`config.mk`:
```
export PLATFORM = sky130hd
export DESIGN_NAME = spi_slave_rx
export DESIGN_NICKNAME = d
export VERILOG_FILES = /design/src/rtl/spi_pkg.sv /design/src/rtl/spi_slave_rx_edge.sv /design/src/rtl/spi_slave_rx.sv
export SDC_FILE = /design/constraint.sdc
export NUM_CORES = 1
export LEC_CHECK = 0
export CORE_MARGIN = 2
export CORE_UTILIZATION = 30
export CTS_CLUSTER_DIAMETER = 80
export DETAILED_ROUTE_END_ITERATION = 12
export GPL_TIMING_DRIVEN = 0
export MAX_ROUTING_LAYER = met4
export PLACE_DENSITY = 0.56
export SLEW_MARGIN = 20
export SYNTH_ARGS = -nofsm -noshare
export SYNTH_HDL_FRONTEND = slang
export SYNTH_SLANG_ARGS = --single-unit
```
`constraint.sdc`:
```
create_clock -name clk_i -period 3.95 [get_ports clk_i]
set_input_delay 0.395 -clock clk_i [delete_from_list [all_inputs] [get_ports clk_i]]
set_output_delay 0.395 -clock clk_i [all_outputs]
set_load 0.005 [all_outputs]
```
`src/rtl/spi_pkg.sv`:
```
// Shared SPI definitions: receiver state encoding, opcodes and phase lengths.
// The stimulus master uses the same opcodes.
package spi_pkg;

  typedef enum logic [2:0] {
    ST_IDLE    = 3'd0,
    ST_CMD     = 3'd1,
    ST_ADDR    = 3'd2,
    ST_DUMMY   = 3'd3,
    ST_DATA_WR = 3'd4,
    ST_DATA_RD = 3'd5,
    ST_DRAIN   = 3'd6
  } spi_state_e;

  localparam logic [7:0] CMD_WRITE = 8'h02;
  localparam logic [7:0] CMD_READ  = 8'h0B;

  localparam int CMD_LEN   = 8;
  localparam int ADDR_LEN  = 32;
  localparam int DUMMY_LEN = 34;
  localparam int DATA_LEN  = 32;

  // Terminal value of the 6-bit phase counter for a phase of len bits.
  function automatic logic [5:0] last_bit(input int len);
    return 6'(len - 1);
  endfunction

endpackage

```
`src/rtl/spi_slave_rx_edge.sv`:
```
// spi_edge_det: delays the SPI clock by one clk_i register and flags its edges.
module spi_edge_det (
  input  logic clk_i,
  input  logic rst_i,
  input  logic sclk_i,
  output logic rise_o,
  output logic fall_o
);

  logic sclk_d;
  logic sclk_q;

  // Next value of the delayed SPI clock.
  always_comb begin
    sclk_d = sclk_i;
  end

  // Previous-sample register of the SPI clock.
  always_ff @(posedge clk_i) begin
    if (rst_i) begin
      sclk_q <= 1'b0;
    end else begin
      sclk_q <= sclk_d;
    end
  end

  assign rise_o = sclk_i & ~sclk_q;
  assign fall_o = ~sclk_i & sclk_q;

endmodule

```
`src/rtl/spi_slave_rx.sv`:
```
// SPI target: deserializes CMD/ADDR/DUMMY/DATA frames into single-word memory
// requests and shifts read data back out on MISO.
module spi_slave_rx #(
  parameter int         DUMMY_BITS = spi_pkg::DUMMY_LEN,
  parameter logic [7:0] CMD_WRITE  = spi_pkg::CMD_WRITE,
  parameter logic [7:0] CMD_READ   = spi_pkg::CMD_READ
) (
  input  logic        clk_i,
  input  logic        rst_i,
  input  logic        spi_sclk,
  input  logic        spi_sdi,
  input  logic        spi_cs,
  output logic        spi_sdo_o,
  output logic        mem_req_o,
  output logic        mem_we_o,
  output logic [31:0] mem_addr_o,
  output logic [31:0] mem_wdata_o,
  input  logic [31:0] mem_rdata_i,
  input  logic        mem_rvalid_i,
  output logic        err_o,
  output logic [7:0]  frame_cnt_o
);

  import spi_pkg::*;

  localparam logic [5:0] CMD_LAST   = last_bit(CMD_LEN);
  localparam logic [5:0] ADDR_LAST  = last_bit(ADDR_LEN);
  localparam logic [5:0] DUMMY_LAST = last_bit(DUMMY_BITS);
  localparam logic [5:0] DATA_LAST  = last_bit(DATA_LEN);

  logic        rise_s;
  logic        fall_s;

  spi_state_e  state_q, state_d;
  logic [5:0]  bit_cnt_q, bit_cnt_d;
  logic [31:0] shift_q, shift_d;
  logic        is_read_q, is_read_d;
  logic [31:0] rd_buf_q, rd_buf_d;
  logic        rv_seen_q, rv_seen_d;
  logic        armed_q, armed_d;
  logic        sdo_q, sdo_d;
  logic        req_q, req_d;
  logic        we_q, we_d;
  logic [31:0] addr_q, addr_d;
  logic [31:0] wdata_q, wdata_d;
  logic        err_q, err_d;
  logic [7:0]  frame_cnt_q, frame_cnt_d;

  logic [31:0] bit_in_s;
  logic [31:0] rd_next_s;
  logic        seen_next_s;

  spi_edge_det u_edge (
    .clk_i  (clk_i),
    .rst_i  (rst_i),
    .sclk_i (spi_sclk),
    .rise_o (rise_s),
    .fall_o (fall_s)
  );

  // Frame sequencing, request generation and MISO shifting.
  always_comb begin
    state_d     = state_q;
    bit_cnt_d   = bit_cnt_q;
    is_read_d   = is_read_q;
    rd_buf_d    = rd_buf_q;
    rv_seen_d   = rv_seen_q;
    armed_d     = armed_q;
    sdo_d       = sdo_q;
    req_d       = 1'b0;
    we_d        = we_q;
    addr_d      = addr_q;
    wdata_d     = wdata_q;
    err_d       = 1'b0;
    frame_cnt_d = frame_cnt_q;
    bit_in_s    = {shift_q[30:0], spi_sdi};
    rd_next_s   = rd_buf_q;
    seen_next_s = rv_seen_q;

    if (rise_s && !spi_cs) begin
      shift_d = bit_in_s;
    end else begin
      shift_d = shift_q;
    end

    if (spi_cs) begin
      // A frame only starts after CS has been seen high, so a frame cut by reset is drained.
      state_d   = ST_IDLE;
      bit_cnt_d = 6'd0;
      armed_d   = 1'b1;
      if ((state_q == ST_IDLE) || (state_q == ST_DRAIN) ||
          ((state_q == ST_CMD) && (bit_cnt_q == 6'd0))) begin
        err_d = 1'b0;
      end else begin
        err_d = 1'b1;
      end
    end else begin
      case (state_q)
        ST_IDLE: begin
          if (armed_q) begin
            state_d   = ST_CMD;
            bit_cnt_d = rise_s ? 6'd1 : 6'd0;
          end else begin
            state_d = ST_DRAIN;
          end
        end

        ST_CMD: begin
          if (rise_s && (bit_cnt_q == CMD_LAST)) begin
            bit_cnt_d = 6'd0;
            if (bit_in_s[7:0] == CMD_WRITE) begin
              is_read_d = 1'b0;
              state_d   = ST_ADDR;
            end else if (bit_in_s[7:0] == CMD_READ) begin
              is_read_d = 1'b1;
              state_d   = ST_ADDR;
            end else begin
              err_d   = 1'b1;
              state_d = ST_DRAIN;
            end
          end else if (rise_s) begin
            bit_cnt_d = bit_cnt_q + 6'd1;
          end else begin
            bit_cnt_d = bit_cnt_q;
          end
        end

        ST_ADDR: begin
          if (rise_s && (bit_cnt_q == ADDR_LAST)) begin
            bit_cnt_d = 6'd0;
            addr_d    = bit_in_s;
            if (is_read_q) begin
              req_d     = 1'b1;
              we_d      = 1'b0;
              rv_seen_d = 1'b0;
              state_d   = ST_DUMMY;
            end else begin
              state_d = ST_DATA_WR;
            end
          end else if (rise_s) begin
            bit_cnt_d = bit_cnt_q + 6'd1;
          end else begin
            bit_cnt_d = bit_cnt_q;
          end
        end

        ST_DUMMY: begin
          if (mem_rvalid_i && !rv_seen_q) begin
            rd_next_s   = mem_rdata_i;
            seen_next_s = 1'b1;
          end else begin
            rd_next_s   = rd_buf_q;
            seen_next_s = rv_seen_q;
          end
          if (rise_s && (bit_cnt_q == DUMMY_LAST)) begin
            bit_cnt_d = 6'd0;
            state_d   = ST_DATA_RD;
            if (!seen_next_s) begin
              err_d     = 1'b1;
              rd_next_s = 32'd0;
            end else begin
              err_d = 1'b0;
            end
            sdo_d    = rd_next_s[31];
            rd_buf_d = {rd_next_s[30:0], 1'b0};
          end else if (rise_s) begin
            bit_cnt_d = bit_cnt_q + 6'd1;
            rd_buf_d  = rd_next_s;
          end else begin
            rd_buf_d = rd_next_s;
          end
          rv_seen_d = seen_next_s;
        end

        ST_DATA_WR: begin
          if (rise_s && (bit_cnt_q == DATA_LAST)) begin
            bit_cnt_d   = 6'd0;
            req_d       = 1'b1;
            we_d        = 1'b1;
            wdata_d     = bit_in_s;
            frame_cnt_d = frame_cnt_q + 8'd1;
            state_d     = ST_CMD;
          end else if (rise_s) begin
            bit_cnt_d = bit_cnt_q + 6'd1;
          end else begin
            bit_cnt_d = bit_cnt_q;
          end
        end

        ST_DATA_RD: begin
          // MSB is already on MISO at entry; the fall before the first data rise must not shift.
          if (fall_s && (bit_cnt_q != 6'd0)) begin
            sdo_d    = rd_buf_q[31];
            rd_buf_d = {rd_buf_q[30:0], 1'b0};
          end else begin
            sdo_d    = sdo_q;
            rd_buf_d = rd_buf_q;
          end
          if (rise_s && (bit_cnt_q == DATA_LAST)) begin
            bit_cnt_d   = 6'd0;
            frame_cnt_d = frame_cnt_q + 8'd1;
            state_d     = ST_CMD;
          end else if (rise_s) begin
            bit_cnt_d = bit_cnt_q + 6'd1;
          end else begin
            bit_cnt_d = bit_cnt_q;
          end
        end

        ST_DRAIN: begin
          state_d = ST_DRAIN;
        end

        default: begin
          state_d = ST_IDLE;
        end
      endcase
    end
  end

  // State and output registers.
  always_ff @(posedge clk_i) begin
    if (rst_i) begin
      state_q     <= ST_IDLE;
      bit_cnt_q   <= 6'd0;
      shift_q     <= 32'd0;
      is_read_q   <= 1'b0;
      rd_buf_q    <= 32'd0;
      rv_seen_q   <= 1'b0;
      armed_q     <= 1'b0;
      sdo_q       <= 1'b0;
      req_q       <= 1'b0;
      we_q        <= 1'b0;
      addr_q      <= 32'd0;
      wdata_q     <= 32'd0;
      err_q       <= 1'b0;
      frame_cnt_q <= 8'd0;
    end else begin
      state_q     <= state_d;
      bit_cnt_q   <= bit_cnt_d;
      shift_q     <= shift_d;
      is_read_q   <= is_read_d;
      rd_buf_q    <= rd_buf_d;
      rv_seen_q   <= rv_seen_d;
      armed_q     <= armed_d;
      sdo_q       <= sdo_d;
      req_q       <= req_d;
      we_q        <= we_d;
      addr_q      <= addr_d;
      wdata_q     <= wdata_d;
      err_q       <= err_d;
      frame_cnt_q <= frame_cnt_d;
    end
  end

  assign spi_sdo_o   = sdo_q;
  assign mem_req_o   = req_q;
  assign mem_we_o    = we_q;
  assign mem_addr_o  = addr_q;
  assign mem_wdata_o = wdata_q;
  assign err_o       = err_q;
  assign frame_cnt_o = frame_cnt_q;

endmodule

```
Word level (Yosys, flattened, before mapping)
Cells that the tools add are included.

Input port bits: 38. Output and inout port bits: 76. Logic and storage cells: 119. Register bits: 152.

Add/sub/neg operators: 2. Multiplexer cells: 46. Reductions and logical operators: 32. Bitwise gates (word level): 5. Equal/unequal tests: 19.

Operator list (count): $mux 32 (4); $pmux 32 s2 (1); $mux 6 (5); $mux 3 (8); $pmux 6 s4 (1); $mux 1 (21); $pmux 3 s6 (1); $reduce_and 4->1 (4); $ne 2x2->1 const B (6); $reduce_and 3->1 (4); $pmux 1 s2 (5); $eq 3x3->1 const B (3); $add 8x1->8 const B (1); $eq 8x2->1 const B (1); $eq 8x4->1 const B (1); $reduce_bool 2->1 (4); $logic_and 1x1->1 (7); $add 6x1->6 const B (1); $eq 3x2->1 const B (2); $eq 6x3->1 const B (1); $eq 6x5->1 const B (1); $eq 6x6->1 const B (1); $logic_not 6->1 (1); $reduce_bool 6->1 (1); 12 further kinds (19).

Logic depth before layout (Yosys ltp)
Depth in word-level cells: 9. Gate-level depth with buffers: 10. Mapped depth without buffers: 7.

Hierarchy
Synthesis repeated with hierarchy kept, for this count alone.

Cells, all modules: 826. Area, all modules: 6717.7 um^2.

By module, submodules not included: spi_slave_rx (sequential area each 3022.9 um^2, times used 1, cells an instance 822, area an instance 6678.9 um^2); spi_edge_det (sequential area each 20.0 um^2, times used 1, cells an instance 4, area an instance 38.8 um^2).

Worst setup path before layout
No wires, ideal clock.

Kind: reg2reg. Start point: reg bit_cnt_q[1]. End point: reg rd_buf_q[11]. Cell stages (with the launch flop): 11. Arrival time: 1.889 ns. Data required time: 3.818 ns. Period minus slack after synthesis: 2.021 ns. Library setup time: 0.132 ns. Path slack: 1.929 ns. Path buffers: 3. Path through: dfxtp_1 > inv_1 > ha_1 > and4b_1 > buf_2 > and2_1 > buf_2 > a21o_1 > buf_2 > a221oi_1 > nor3_1.

Cells in the longest elaborated chain, start to end: 4. Elaborated cells on any way between the ends: 8. Classes of those cells: eq/ne (2); mux (2); reduce/logical (4).

RTL lines: start: declaration (line spi_slave_rx.sv:35) `logic [5:0] bit_cnt_q, bit_cnt_d;`; start signal: assignment (line spi_slave_rx.sv:240) `bit_cnt_q <= bit_cnt_d;`; $eq 6x6->1 or $reduce_bool 6->1 (tied branches) (line spi_slave_rx.sv:155, spi_slave_rx.sv:192); $logic_and 1x1->1, on equally long branches (line spi_slave_rx.sv:155, spi_slave_rx.sv:192); $mux 32 or $ne 2x2->1 (tied branches); $pmux 32 s2 or $reduce_and 3->1 (tied branches); end signal: assignment (line spi_slave_rx.sv:243) `rd_buf_q <= rd_buf_d;`; end: declaration (line spi_slave_rx.sv:38) `logic [31:0] rd_buf_q, rd_buf_d;`.

Several ways; a longest one is shown, not always the timed one. A chain may end at the register's enable or synchronous reset.

Final worst setup path
Start point: reg bit_cnt_q[1]. End point: reg rd_buf_q[29].

The elaborated chain is that of the path after synthesis.

==> flow_summary.yaml <==
status:
  status: "completed"
place:
  portBuffers: 112
  post-place-ws_ps: 1143
  dp_hpwl_um: 14280
  dpl.cell_count: 1264
  placement.cell_area_um2: 8290
  globalplace.congestion: 0.8286
synth:
  ys_types: 51
  synth_enable_flop_cells: 0
  syn-num-nets: 909
  ys_async_sr_fraction_pct: 0
  synth_cells: 867
  synth.cell_area_um2: 6813
  yosysWarnings: 0
  avgSynthCellArea_um2: 7.858
  yosysSeqAreaShare_pct: 44.66
  synthFlopType: "dfxtp_1"
  ys_ff_latch: 152
final_layout:
  ff_latch_area_um2: 3043
  area_growth_syn_to_layout_pct: 30.89
  layout_common_cells: "nand2_1, dfxtp_1, clkdlybuf4s50_1"
  fin_area_um2: 8917
  multi_input_area_um2: 3443
  drive_gt1_share_pct: 6.627
  n_antenna_cell: 0
  final_cells: 1296
  fillers: 2356
  layout_commonest_cell: "nand2_1"
  layout.nets: 1040
sta:
  hold_viol: 0
  setup_slack_ps: 1526
  setup_viol: 0
  maxSlewHeadroom_pct: 36.69
  maxSlewViolCount: 0
  rsz0062_at_grt: "false"
  fin_crit_sh_pct: 61.36
  min_period_ps: 2424
  worst_pin_slew_ps: 948.7
  setup_tns_ps: 0
  clock.fmax_mhz: 412.6
  skew_ps: 14.49
setup_path:
  path_max_fanout: 10
  r2r_end: "rd_buf_q[29]"
  path_cells: "inv_1 > ha_1 > and4b_1 > buf_2 > and2_1 > buf_2 > clkbuf_1 > o21ai_0 > a221oi_1 > nor3_1"
  cp-endpoint: "rd_buf_q[29]"
  worstSetupEndpointType: "register"
  cp.required_ps: 4250
  cp_data_arrival_time_ps: 2730
  crit_path_frequent_cell: "buf_2"
  startpoint: "bit_cnt_q[1]"
  r2r_slack_ps: 1530
  r2r-start: "bit_cnt_q[1]"
  critPathMaxStageDelay_ps: 420
  critPathSlowestCell: "clkbuf_1"
  reg2regPathDepth: 10
  startpoint_type: "register"
  crit_type: "register to register"
power:
  max-vdd-ir-drop_mv: 0.2703
  powerDensity_nw_per_um2: 394.9
  total_power_mw: 3.521
  leakage_nw: 2.942
cts:
  cts-root-buf: "clkbuf_16"
  clock_latency_ps: 440
  post_cts_buffers: 0
  htreeDepth: 4
  cts_sinks: 152
  numCtsBuffers: 17
  cts_tree: "built"
  clk_pin_slew_ps: 70
  ctsResizeCount: 0
  cts_buffer_depth: 2
  hold_buffers: 0
routing:
  routed_via_density: 5.137
  drt_wl_total_um: 20240
  drc: 0
  dr.first_iter.drc_count: 349
  avgRoutedWirePerCell_um: 15.61
  num_vias: 6657
  firstDrtPassIters: 5
  ant_nets: 0
floorplanning:
  die_w_um: 154.7
  rows: 55
  ios: 114
  die_y_um: 154.7
  initial_core_util_pct: 30.37
  dieArea_um2: 23930
  core_area_um2: 22430
global_routing:
  grt-busiest-layer: "met2"
  grt_use_met2_pct: 26.72
  antenna_found_initial: 0
  track_usage_pct: 17.47
  gr-usage-met3_pct: 3.110
  grt_remaining_overflow: 0
  grt_pass1_wl_um: 32510
  first_global_vias: 6110
  met1_usage_pct: 23.72
  grt_start_max_net_pins: 20
min_path:
  hold_path_depth: 2
  hold_class: "register to register"
run:
  maxCapViolCount: 0
registers in the layout (all words and copies together) (netlist names):
| register | flops |
|---|---|
| armed_q | 1 |
| frame_cnt_o | 8 |
| spi_sdo_o | 1 |
| is_read_q | 1 |
| state_q | 3 |
| rd_buf_q | 32 |
| mem_wdata_o | 32 |
| err_o | 1 |
| rv_seen_q | 1 |
| mem_we_o | 1 |
| shift_q | 31 |
| mem_addr_o | 32 |
| bit_cnt_q | 6 |
| u_edge.sclk_q | 1 |
| mem_req_o | 1 |
synth_stat cells, drive strengths merged, types with 9 or more instances:
library cell | number | area [µm²]
a221oi | 23 | 201.4
dfxtp | 152 | 3043
nand2 | 209 | 784.5
clkbuf | 53 | 200.2
nor2b | 10 | 62.56
nor3 | 49 | 256.5
a2111oi | 9 | 128.9
mux2i | 33 | 330.3
a21oi | 110 | 554.3
buf | 21 | 107.6
nand4 | 30 | 187.7
nor2 | 60 | 225.2
o21ai | 32 | 160.2
report_power, final:
group          switching, mW  leakage, nW  internal (mW)
logic                  0.181         1.41          0.114
clock network          0.803        0.302          0.868
registers             0.0115         1.23           1.54
total                  0.995         2.94           2.53
cell families after synthesis:
logic type	Yosys count	share of synthesized area [%]
AND/OR/NAND/NOR	394	25.90
AO/OA/AOI/OAI	198	18.16
flip-flops	152	44.66
multiplexers	33	4.849
adder cells (fa/ha/maj)	4	0.7346
XOR/XNOR	7	0.8999
buffers and inverters	79	4.793
stage by stage:
| step | util, % | hold WS [ps] |
|---|---|---|
| final | 39.75 | 452.9 |
| after global routing | 39.75 | 472.7 |
| after detailed placement | 36.95 | 446.7 |
| after CTS | 39.75 | 457.1 |
| after floorplan | - | 445.3 |
| after global placement | 36.95 | 444.5 |
area by class of cell:
class,count,share of cell area [%]
clock inverters,15,2.259
plain buffers,74,3.452
multi-input cells,636,38.61
inverters,5,0.2105
flip-flops and latches,152,34.12
repair buffers,112,12.57
well taps,285,3.999
clock buffers,17,4.771
critical path, delay by kind of cell (launching register included):
kind	cells	cell delay (ps)
AO/OA/AOI/OAI	2	490
adder cells (fa/ha/maj)	1	140
buffers and inverters	4	920
AND/OR/NAND/NOR	3	420
flip-flops	1	340
how the worst min path moves through the flow:
stage                         start               to  slack [ps]
floorplan               shift_q[30]   mem_addr_o[31]         450
global placement    mem_wdata_o[10]  mem_wdata_o[10]         440
detailed placement   mem_addr_o[11]   mem_addr_o[11]         450
CTS                  mem_addr_o[11]   mem_addr_o[11]         460
global route         mem_addr_o[14]   mem_addr_o[14]         470
finish               mem_addr_o[11]   mem_addr_o[11]         450
per-layer routing:
metal / vias up / wire length [µm]
li1: 3297 / -
met1: 3158 / 9925
met2: 184 / 9138
met3: 18 / 901
met4: 0 / 269
met5: - / 0
Power figures use the tool's default switching activity.
